`src/rtl/i2c_req_arbiter.sv`:
```
// -----------------------------------------------------------------------------
// i2c_req_arbiter
//
// Shares one byte-oriented I2C master between NREQ requesters. A round-robin
// arbiter picks one pending request, grants it, and hands its slave address,
// direction and write byte to the master. It then waits for the master to
// finish, or gives up after TIMEOUT_CYC cycles, and returns the outcome to
// the granted requester.
//
// Parameters
//   NREQ        number of requester ports (2..8)
//   TIMEOUT_CYC clk cycles allowed between command issue and m_done
//
// Ports
//   clk, rst     clock (rising edge) and synchronous active-high reset
//   req          per-requester request level
//   req_addr     7-bit slave address per requester, slice i = [7i+6:7i]
//   req_rw       per-requester direction, 1 = read
//   req_wdata    write byte per requester, slice i = [8i+7:8i]
//   gnt          one-hot, one-cycle grant pulse
//   rsp_valid    one-hot, one-cycle completion pulse
//   rsp_rdata    read byte (8'h00 for writes and timeouts)
//   rsp_err      ack error, forced to 1 on timeout
//   rsp_timeout  master did not finish within TIMEOUT_CYC cycles
//   m_newd       command strobe to the master
//   m_addr/m_op/m_din  command operands, held from issue until the response
//   m_busy, m_done, m_ack_err, m_dout  status and read data from the master
//
// Timing (all outputs are registered):
//   gnt visible in cycle T, m_newd in T+1, rsp_valid in the cycle after the
//   one in which m_done is sampled, next gnt at least one cycle later.
// -----------------------------------------------------------------------------
module i2c_req_arbiter #(
    parameter int NREQ        = 4,
    parameter int TIMEOUT_CYC = 400000
) (
    input  logic                clk,
    input  logic                rst,
    input  logic [NREQ-1:0]     req,
    input  logic [NREQ*7-1:0]   req_addr,
    input  logic [NREQ-1:0]     req_rw,
    input  logic [NREQ*8-1:0]   req_wdata,
    output logic [NREQ-1:0]     gnt,
    output logic [NREQ-1:0]     rsp_valid,
    output logic [7:0]          rsp_rdata,
    output logic                rsp_err,
    output logic                rsp_timeout,
    output logic                m_newd,
    output logic [6:0]          m_addr,
    output logic                m_op,
    output logic [7:0]          m_din,
    input  logic                m_busy,
    input  logic                m_done,
    input  logic                m_ack_err,
    input  logic [7:0]          m_dout
);

    localparam int IDX_W = $clog2(NREQ);
    localparam int CNT_W = (TIMEOUT_CYC > 2) ? $clog2(TIMEOUT_CYC) : 1;

    localparam logic [CNT_W-1:0] CNT_ZERO = {CNT_W{1'b0}};
    localparam logic [CNT_W-1:0] CNT_ONE  = CNT_W'(1);
    localparam logic [CNT_W-1:0] CNT_TERM = CNT_W'(TIMEOUT_CYC - 1);
    localparam logic [IDX_W-1:0] IDX_LAST = IDX_W'(NREQ - 1);

    typedef enum logic [1:0] {
        IDLE      = 2'd0,
        ISSUE     = 2'd1,
        WAIT_DONE = 2'd2,
        RESP      = 2'd3
    } state_t;

    // Round-robin pick: first set request bit after 'last', wrapping at NREQ-1.
    function automatic logic [IDX_W-1:0] rr_pick(
        input logic [NREQ-1:0]  r,
        input logic [IDX_W-1:0] last
    );
        logic [IDX_W-1:0] cand;
        logic [IDX_W-1:0] pick;
        logic             found;
        cand  = last;
        pick  = last;
        found = 1'b0;
        for (int k = 0; k < NREQ; k++) begin
            if (cand == IDX_LAST) begin
                cand = {IDX_W{1'b0}};
            end else begin
                cand = cand + IDX_W'(1);
            end
            if (!found && r[cand]) begin
                pick  = cand;
                found = 1'b1;
            end else begin
                found = found;
            end
        end
        return pick;
    endfunction

    function automatic logic [NREQ-1:0] to_onehot(input logic [IDX_W-1:0] i);
        return {{(NREQ-1){1'b0}}, 1'b1} << i;
    endfunction

    // Unpacked views of the flat per-requester operand buses.
    logic [6:0] addr_arr_s  [NREQ];
    logic [7:0] wdata_arr_s [NREQ];

    for (genvar g = 0; g < NREQ; g++) begin : g_unpack
        assign addr_arr_s[g]  = req_addr[7*g+6 : 7*g];
        assign wdata_arr_s[g] = req_wdata[8*g+7 : 8*g];
    end

    state_t            state_r,       state_nxt_s;
    logic [IDX_W-1:0]  last_r,        last_nxt_s;
    logic [IDX_W-1:0]  idx_r,         idx_nxt_s;
    logic [6:0]        lat_addr_r,    lat_addr_nxt_s;
    logic              lat_rw_r,      lat_rw_nxt_s;
    logic [7:0]        lat_wdata_r,   lat_wdata_nxt_s;
    logic [CNT_W-1:0]  cnt_r,         cnt_nxt_s;
    logic [NREQ-1:0]   gnt_r,         gnt_nxt_s;
    logic [NREQ-1:0]   rsp_valid_r,   rsp_valid_nxt_s;
    logic [7:0]        rsp_rdata_r,   rsp_rdata_nxt_s;
    logic              rsp_err_r,     rsp_err_nxt_s;
    logic              rsp_timeout_r, rsp_timeout_nxt_s;
    logic              m_newd_r,      m_newd_nxt_s;
    logic [6:0]        m_addr_r,      m_addr_nxt_s;
    logic              m_op_r,        m_op_nxt_s;
    logic [7:0]        m_din_r,       m_din_nxt_s;
    logic [IDX_W-1:0]  win_s;

    assign win_s = rr_pick(req, last_r);

    // FSM state register.
    always_ff @(posedge clk) begin
        if (rst) begin
            state_r <= IDLE;
        end else begin
            state_r <= state_nxt_s;
        end
    end

    // Next-state and next-value logic for every registered output and latch.
    always_comb begin
        state_nxt_s       = state_r;
        last_nxt_s        = last_r;
        idx_nxt_s         = idx_r;
        lat_addr_nxt_s    = lat_addr_r;
        lat_rw_nxt_s      = lat_rw_r;
        lat_wdata_nxt_s   = lat_wdata_r;
        cnt_nxt_s         = cnt_r;
        gnt_nxt_s         = {NREQ{1'b0}};
        rsp_valid_nxt_s   = {NREQ{1'b0}};
        rsp_rdata_nxt_s   = rsp_rdata_r;
        rsp_err_nxt_s     = rsp_err_r;
        rsp_timeout_nxt_s = rsp_timeout_r;
        m_newd_nxt_s      = 1'b0;
        m_addr_nxt_s      = m_addr_r;
        m_op_nxt_s        = m_op_r;
        m_din_nxt_s       = m_din_r;

        case (state_r)
            IDLE: begin
                // A busy master blocks granting so a command is never dropped.
                if ((|req) && !m_busy) begin
                    state_nxt_s     = ISSUE;
                    gnt_nxt_s       = to_onehot(win_s);
                    idx_nxt_s       = win_s;
                    lat_addr_nxt_s  = addr_arr_s[win_s];
                    lat_rw_nxt_s    = req_rw[win_s];
                    lat_wdata_nxt_s = wdata_arr_s[win_s];
                end else begin
                    state_nxt_s = IDLE;
                end
            end

            ISSUE: begin
                state_nxt_s  = WAIT_DONE;
                m_newd_nxt_s = 1'b1;
                m_addr_nxt_s = lat_addr_r;
                m_op_nxt_s   = lat_rw_r;
                m_din_nxt_s  = lat_wdata_r;
                cnt_nxt_s    = CNT_ZERO;
            end

            WAIT_DONE: begin
                // m_done is checked first so it wins over the terminal count.
                if (m_done) begin
                    state_nxt_s       = RESP;
                    rsp_valid_nxt_s   = to_onehot(idx_r);
                    rsp_rdata_nxt_s   = lat_rw_r ? m_dout : 8'h00;
                    rsp_err_nxt_s     = m_ack_err;
                    rsp_timeout_nxt_s = 1'b0;
                end else if (cnt_r == CNT_TERM) begin
                    state_nxt_s       = RESP;
                    rsp_valid_nxt_s   = to_onehot(idx_r);
                    rsp_rdata_nxt_s   = 8'h00;
                    rsp_err_nxt_s     = 1'b1;
                    rsp_timeout_nxt_s = 1'b1;
                end else begin
                    cnt_nxt_s = cnt_r + CNT_ONE;
                end
            end

            RESP: begin
                // rsp_valid is high during this cycle; clear payload on exit.
                state_nxt_s       = IDLE;
                last_nxt_s        = idx_r;
                rsp_rdata_nxt_s   = 8'h00;
                rsp_err_nxt_s     = 1'b0;
                rsp_timeout_nxt_s = 1'b0;
            end

            default: begin
                state_nxt_s = IDLE;
            end
        endcase
    end

    // Datapath, arbitration history and output registers.
    always_ff @(posedge clk) begin
        if (rst) begin
            last_r        <= IDX_LAST;
            idx_r         <= {IDX_W{1'b0}};
            lat_addr_r    <= 7'h00;
            lat_rw_r      <= 1'b0;
            lat_wdata_r   <= 8'h00;
            cnt_r         <= CNT_ZERO;
            gnt_r         <= {NREQ{1'b0}};
            rsp_valid_r   <= {NREQ{1'b0}};
            rsp_rdata_r   <= 8'h00;
            rsp_err_r     <= 1'b0;
            rsp_timeout_r <= 1'b0;
            m_newd_r      <= 1'b0;
            m_addr_r      <= 7'h00;
            m_op_r        <= 1'b0;
            m_din_r       <= 8'h00;
        end else begin
            last_r        <= last_nxt_s;
            idx_r         <= idx_nxt_s;
            lat_addr_r    <= lat_addr_nxt_s;
            lat_rw_r      <= lat_rw_nxt_s;
            lat_wdata_r   <= lat_wdata_nxt_s;
            cnt_r         <= cnt_nxt_s;
            gnt_r         <= gnt_nxt_s;
            rsp_valid_r   <= rsp_valid_nxt_s;
            rsp_rdata_r   <= rsp_rdata_nxt_s;
            rsp_err_r     <= rsp_err_nxt_s;
            rsp_timeout_r <= rsp_timeout_nxt_s;
            m_newd_r      <= m_newd_nxt_s;
            m_addr_r      <= m_addr_nxt_s;
            m_op_r        <= m_op_nxt_s;
            m_din_r       <= m_din_nxt_s;
        end
    end

    assign gnt         = gnt_r;
    assign rsp_valid   = rsp_valid_r;
    assign rsp_rdata   = rsp_rdata_r;
    assign rsp_err     = rsp_err_r;
    assign rsp_timeout = rsp_timeout_r;
    assign m_newd      = m_newd_r;
    assign m_addr      = m_addr_r;
    assign m_op        = m_op_r;
    assign m_din       = m_din_r;

endmodule

```
`config.mk`:
```
export PLATFORM = sky130hd
export DESIGN_NAME = i2c_req_arbiter
export DESIGN_NICKNAME = d
export VERILOG_FILES = /design/src/rtl/i2c_req_arbiter.sv
export SDC_FILE = /design/constraint.sdc
export NUM_CORES = 1
export LEC_CHECK = 0
export BUFFER_PORTS_ARGS = -buffer_cell sky130_fd_sc_hd__buf_2
export CORE_ASPECT_RATIO = 0.9
export CORE_MARGIN = 5
export CORE_UTILIZATION = 40
export CTS_CLUSTER_DIAMETER = 30
export CTS_CLUSTER_SIZE = 20
export DETAILED_ROUTE_END_ITERATION = 8
export HOLD_SLACK_MARGIN = 0.05
export PLACE_DENSITY_LB_ADDON = 0.3
export SLEW_MARGIN = 25
export SYNTH_ARGS = -nofsm -noshare
export SYNTH_HDL_FRONTEND = slang
export SYNTH_SLANG_ARGS = --single-unit
```
`constraint.sdc`:
```
create_clock -name clk -period 4.1 [get_ports clk]
set_input_delay 0.41 -clock clk [delete_from_list [all_inputs] [get_ports clk]]
set_output_delay 0.41 -clock clk [all_outputs]
set_load 0.05 [all_outputs]
```
# Word-level counts from Yosys, hierarchy flattened
# Index checks and enable logic that the tools add are counted.
[classes]
addsub = 5
mul = 0
n_div = 0
magnitude_cmp = 6
n_eq_ne = 11
shift = 2
muxes = 46
bitwise_logic = 4
reduce_logical = 17
[ops]
columns = ["operator", "count"]
rows = [
  ["two-way mux 8 bit", 5],
  ["two-way mux 19 bit", 2],
  ["case mux 19 bit (2 select lines)", 1],
  ["two-way mux 2 bit", 10],
  ["adder 19 x 1 -> 19 bit (second input constant)", 1],
  ["equality test 19 bit (second input constant)", 1],
  ["binary-select mux 8 bit (select 2 bit)", 1],
  ["case mux 8 bit (2 select lines)", 1],
  ["< comparator 2 x 3 -> 1 bit (second input constant)", 5],
  ["binary-select mux 7 bit (select 2 bit)", 1],
  ["two-way mux 7 bit", 2],
  ["two-way mux 1 bit", 13],
  ["equality test 2 bit (second input constant)", 6],
  ["binary-select mux 1 bit (select 2 bit)", 5],
  ["adder 2 x 1 -> 2 bit (second input constant)", 4],
  ["two-way mux 4 bit", 2],
  ["case mux 2 bit (4 select lines)", 1],
  ["left shift 1 x 2 -> 4 bit (first input constant)", 2],
  ["logical AND 1 bit", 4],
  ["logical NOT 1 bit", 4],
  ["inequality test 2 bit (second input constant)", 2],
  ["case mux 1 bit (2 select lines)", 2],
  ["AND reduction 2 bit", 2],
  ["nonzero test 2 bit", 2],
  ["10 further kinds", 12],
]
[word_totals]
reg_bits = 76
latchBits = 0
mem_bits_rw = 0
mem_bits_ro = 0
in_bits = 81
output_inout_bits = 35
elab_cells = 107
mem_count = 0

# Longest topological paths before layout
[logic_depth]
ltp_word = 18
depth_mapped = 11
mapped_depth_nobuf = 7

# Worst setup path after synthesis
# OpenSTA, ideal clock, no wires.
[synth_timing]
kind = "register -> register"
startpoint = "reg last_r[0]"
endpoint = "reg lat_addr_r[0]"
setup_ns = 0.083
arrival_time_ns = 2.630
t_required_ns = 4.017
slack_ns = 1.387
stages_incl_launch_ff = 11
path_buffers = 3
period_less_slack_ns = 2.713
cell_sequence = "dfxtp_1 ha_1 buf_6 xor2_1 a22o_1 o31a_1 o221a_1 or4_1 buf_2 buf_6 o221ai_1"
[synth_via]
elab_chain_cells = 18
elab_cells_between_ends = 37
classes_between = "4 x add/sub; 4 x eq/ne; 22 x mux; 1 x bitwise; 6 x reduce/logical"
[synth_rtl]
columns = ["item", "line", "rtl"]
rows = [
  ["start, declared", "114", "logic [IDX_W-1:0] last_r, last_nxt_s;"],
  ["start signal, assigned", "238", "last_r <= last_nxt_s;"],
  ["branches (longest 13 deep; another with adder 2 x 1 -> 2 bit)", "n/a", ""],
  ["two-way mux 2 bit *", "90", "if (!found && r[cand]) begin"],
  ["NOT 2 -> 3 bit (not written as such) *", "168", "lat_addr_nxt_s = addr_arr_s[win_s];"],
  ["binary-select mux 7 bit (select 2 bit) *", "168", ""],
  ["two-way mux 7 bit (not written as such) * (2 in a row)", "168", ""],
  ["end signal, assigned", "240", "lat_addr_r <= lat_addr_nxt_s;"],
  ["end, declared", "116", "logic [6:0] lat_addr_r, lat_addr_nxt_s;"],
]
# Mark *: on every way between the ends. The select of a mux whose other input is x is not followed.
# A chain may end at the register's enable or synchronous reset.

# Worst setup path after layout
[layout_timing]
startpoint = "reg last_r[0]"
endpoint = "reg lat_addr_r[5]"
# The elaborated chain is that of the path after synthesis.

==> qor.yml <==
switching_share_pct: 34.04
stdcell_area_um2: 5444
antenna_cells: 0
layout_common_cells: "buf_2 (115), nand2_1 (84), dfxtp_1 (76), nor2_1 (56), and3_1 (34)"
clock_skew_ps: 9.327
drt.antenna.violating_nets: 0
ff2ff_path_depth: 7
cts-root-buf: "clkbuf_16"
boundaryPins: 116
finalPower_mw: 2.195
antenna_found_initial: 0
fp.dieH_um: 111.1
grtUsageTotal_pct: 21.18
period_minus_slack_ps: 3621
synth_edf_count: 0
crit_path_top_delay_cell: "or4_1"
hold_class: "in -> reg"
worstPathMaxFanout: 18
rsz0062_at_grt: "false"
grt_max_degree: 39
h-tree-depth: 3
cts_tree: "yes"
cts.reportedPaths.clkPinSlew_ps: 60
finalSetupViolCount: 0
final.setup.tns_ps: 0
worstMarginPinSlew_ps: 767.3
whs_ps: 409.4
fin_crit_sh_pct: 88.32
crit_family: "simple AND/OR/NAND/NOR gates"
clock_latency_ps: 330
final_nets: 747
required_ps: 4340
timing.final.ws_setup_ps: 478.9
drc: 0
cp-start-kind: "flip-flop"
start_util_pct: 40.22
die_width_um: 122.3
nFillCells: 1134
area_delta_synth_final_pct: 19.83
relSlewSlack_pct: 48.54
drt_iter0_markers: 410
via_per_inst: 5.784
pwr-share-comb_pct: 28.9
drive_above_1_share_pct: 23.01
synth-main-ff-cell: "dfxtp_1"
grt-ovfl-total: 0
max_cap_viol_count: 0
hold_viol_final: 0
multi_input_area_um2: 2734
post_cts_buffers: 0
netlist_area_um2: 4543
internal_power_mw: 1.447
numCtsBuffers: 9
numClockSinks: 76
cts_hold_buffers: 0
ys_types: 62
final_common_cell: "buf_2"
ys_seq_elements: 76
ys_seq_area_share_pct: 33.49
peakVddDrop_v: 0.0001977
grt_pass1_wl_um: 23450
path_cells: "ha_1, nor2b_1, or3b_2, o211a_1, o221a_1, or4_1, o221ai_1"
syn_nets: 662
dieArea_um2: 13590
synth_cells: 575
placed_area_um2: 5180
route.final.wire_length_um: 14470
cp_num_buf_inv: 0
seq_power_share_pct: 38.4
p_leak_nw: 2.356
ys_async_sr_fraction_pct: 0
status: "finished, final reports clean"
wire_per_inst_um: 17.62
drv_slew: 0
core_um2: 11300
gp_congestion: 0.8949
cpPeakStageDelay_ps: 810
arrival_ps: 3860
regArea_um2: 1521
dp.cells: 805
synth.area.top_cells: "dfxtp_1 (33%), nand2_1 (6.9%), mux2i_1 (6.8%)"
yosys.area.top_type: "dfxtp_1"
fin_util_pct: 48.19
dr_total_vias: 4749
powerDensity_nw_per_um2: 403.1
first_pass_iters: 5
pre_cts_slack_ps: 520.8
numPortBuffers: 115
rows: 37
rrSetupSlack_ps: 480
p_sw_uw: 747.1
avgSynthCellArea_um2: 7.901
endpoint_kind: "flip-flop"
yosys_warnings: 0
first_global_vias: 4470
worstSetupPathType: "reg -> reg"
synth_top_area_share_pct: 33.49
fmax_ghz: 0.2762
cp.depth: 7
clockPowerShare_pct: 32.7
dp_hpwl_um: 10320
finalNonFillerCells: 821
cts.path.max_buffers: 2
cts_resized: 0
holdPathStages: 3
synth_stat cells (2+ instances only):
library cell and number:
nand2_1 84, dfxtp_1 76, nor2_1 56, clkbuf_1 36
and3_1 34, a311oi_1 33, o22ai_1 33, mux2i_1 31
nand3_1 22, inv_1 19, o221ai_1 16, xnor2_1 12
and2_1 10, buf_2 10, a211oi_1 9, a21oi_1 7
a2111oi_0 6, ha_1 6, nor3_1 6, nor2b_1 5
or3_1 4, xor2_1 4, a31o_2 3, or4_1 3
a21o_1 2, buf_1 2, buf_6 2, nand2b_1 2
nand3b_1 2, nand4_1 2, nor4_1 2, o2111ai_1 2
o211ai_1 2, o21a_1 2, o31ai_1 2, or4b_2 2
path summary, 6_finish.rpt:
| kind | from | to |
|---|---|---|
| worst max register to register | last_r[0] | lat_addr_r[5] |
| worst min-delay path | req_addr[16] | lat_addr_r[2] |
| worst min register to register | rsp_rdata[0] | rsp_rdata[0] |
| worst max-delay path | last_r[0] | lat_addr_r[5] |
cell type report:
type | count | area share, %
Timing Repair Buffer | 126 | 12.09
Tap cell | 156 | 3.585
Sequential cell | 76 | 27.95
Inverter | 19 | 1.310
Multi-Input combinational cell | 428 | 50.22
Clock inverter | 2 | 0.1839
Clock buffer | 14 | 4.666
sequential cells by signal (all words and copies together) (netlist names):
name / flops
state_r: 2
rsp_rdata: 8
lat_addr_r: 7
last_r: 2
m_addr: 7
idx_r: 2
lat_wdata_r: 8
lat_rw_r: 1
m_din: 8
rsp_timeout: 1
m_op: 1
rsp_err: 1
cnt_r: 19
rsp_valid: 4
gnt: 4
m_newd: 1
metal layers:
metal  vias up  routed length (um)  track usage, %
met5         -                   0               0
met4         0                 168           6.119
met3        10                1174           5.255
met2       218                6471           30.92
met1      2240                6651           30.67
li1       2281                   -               -
worst register-to-register path: stages, from the launching register on:
cell and delay [ps]:
dfxtp_1 690, ha_1 600, nor2b_1 180, or3b_2 490, o211a_1 160, o221a_1 290
or4_1 810, o221ai_1 320
power by group through the flow:
stage / registers [mW] / clock network [mW] / logic (mW)
after CTS: 0.841 / 0.729 / 0.632
after global placement: 0.855 / 0 / 0.622
final: 0.843 / 0.717 / 0.635
after floorplan: 0.890 / 0 / 0.414
after global routing: 0.848 / 0.764 / 0.696
after detailed placement: 0.857 / 0 / 0.630
kinds of logic after synthesis:
group	after synthesis	share of synthesized area (%)
AND/OR/NAND/NOR	243	25.72
AO/OA/AOI/OAI	131	22.39
buffers and inverters	71	6.582
XOR/XNOR	16	3.084
multiplexers	32	7.078
flip-flops	76	33.49
adder cells (fa/ha/maj)	6	1.652
Power figures use the tool's default switching activity.
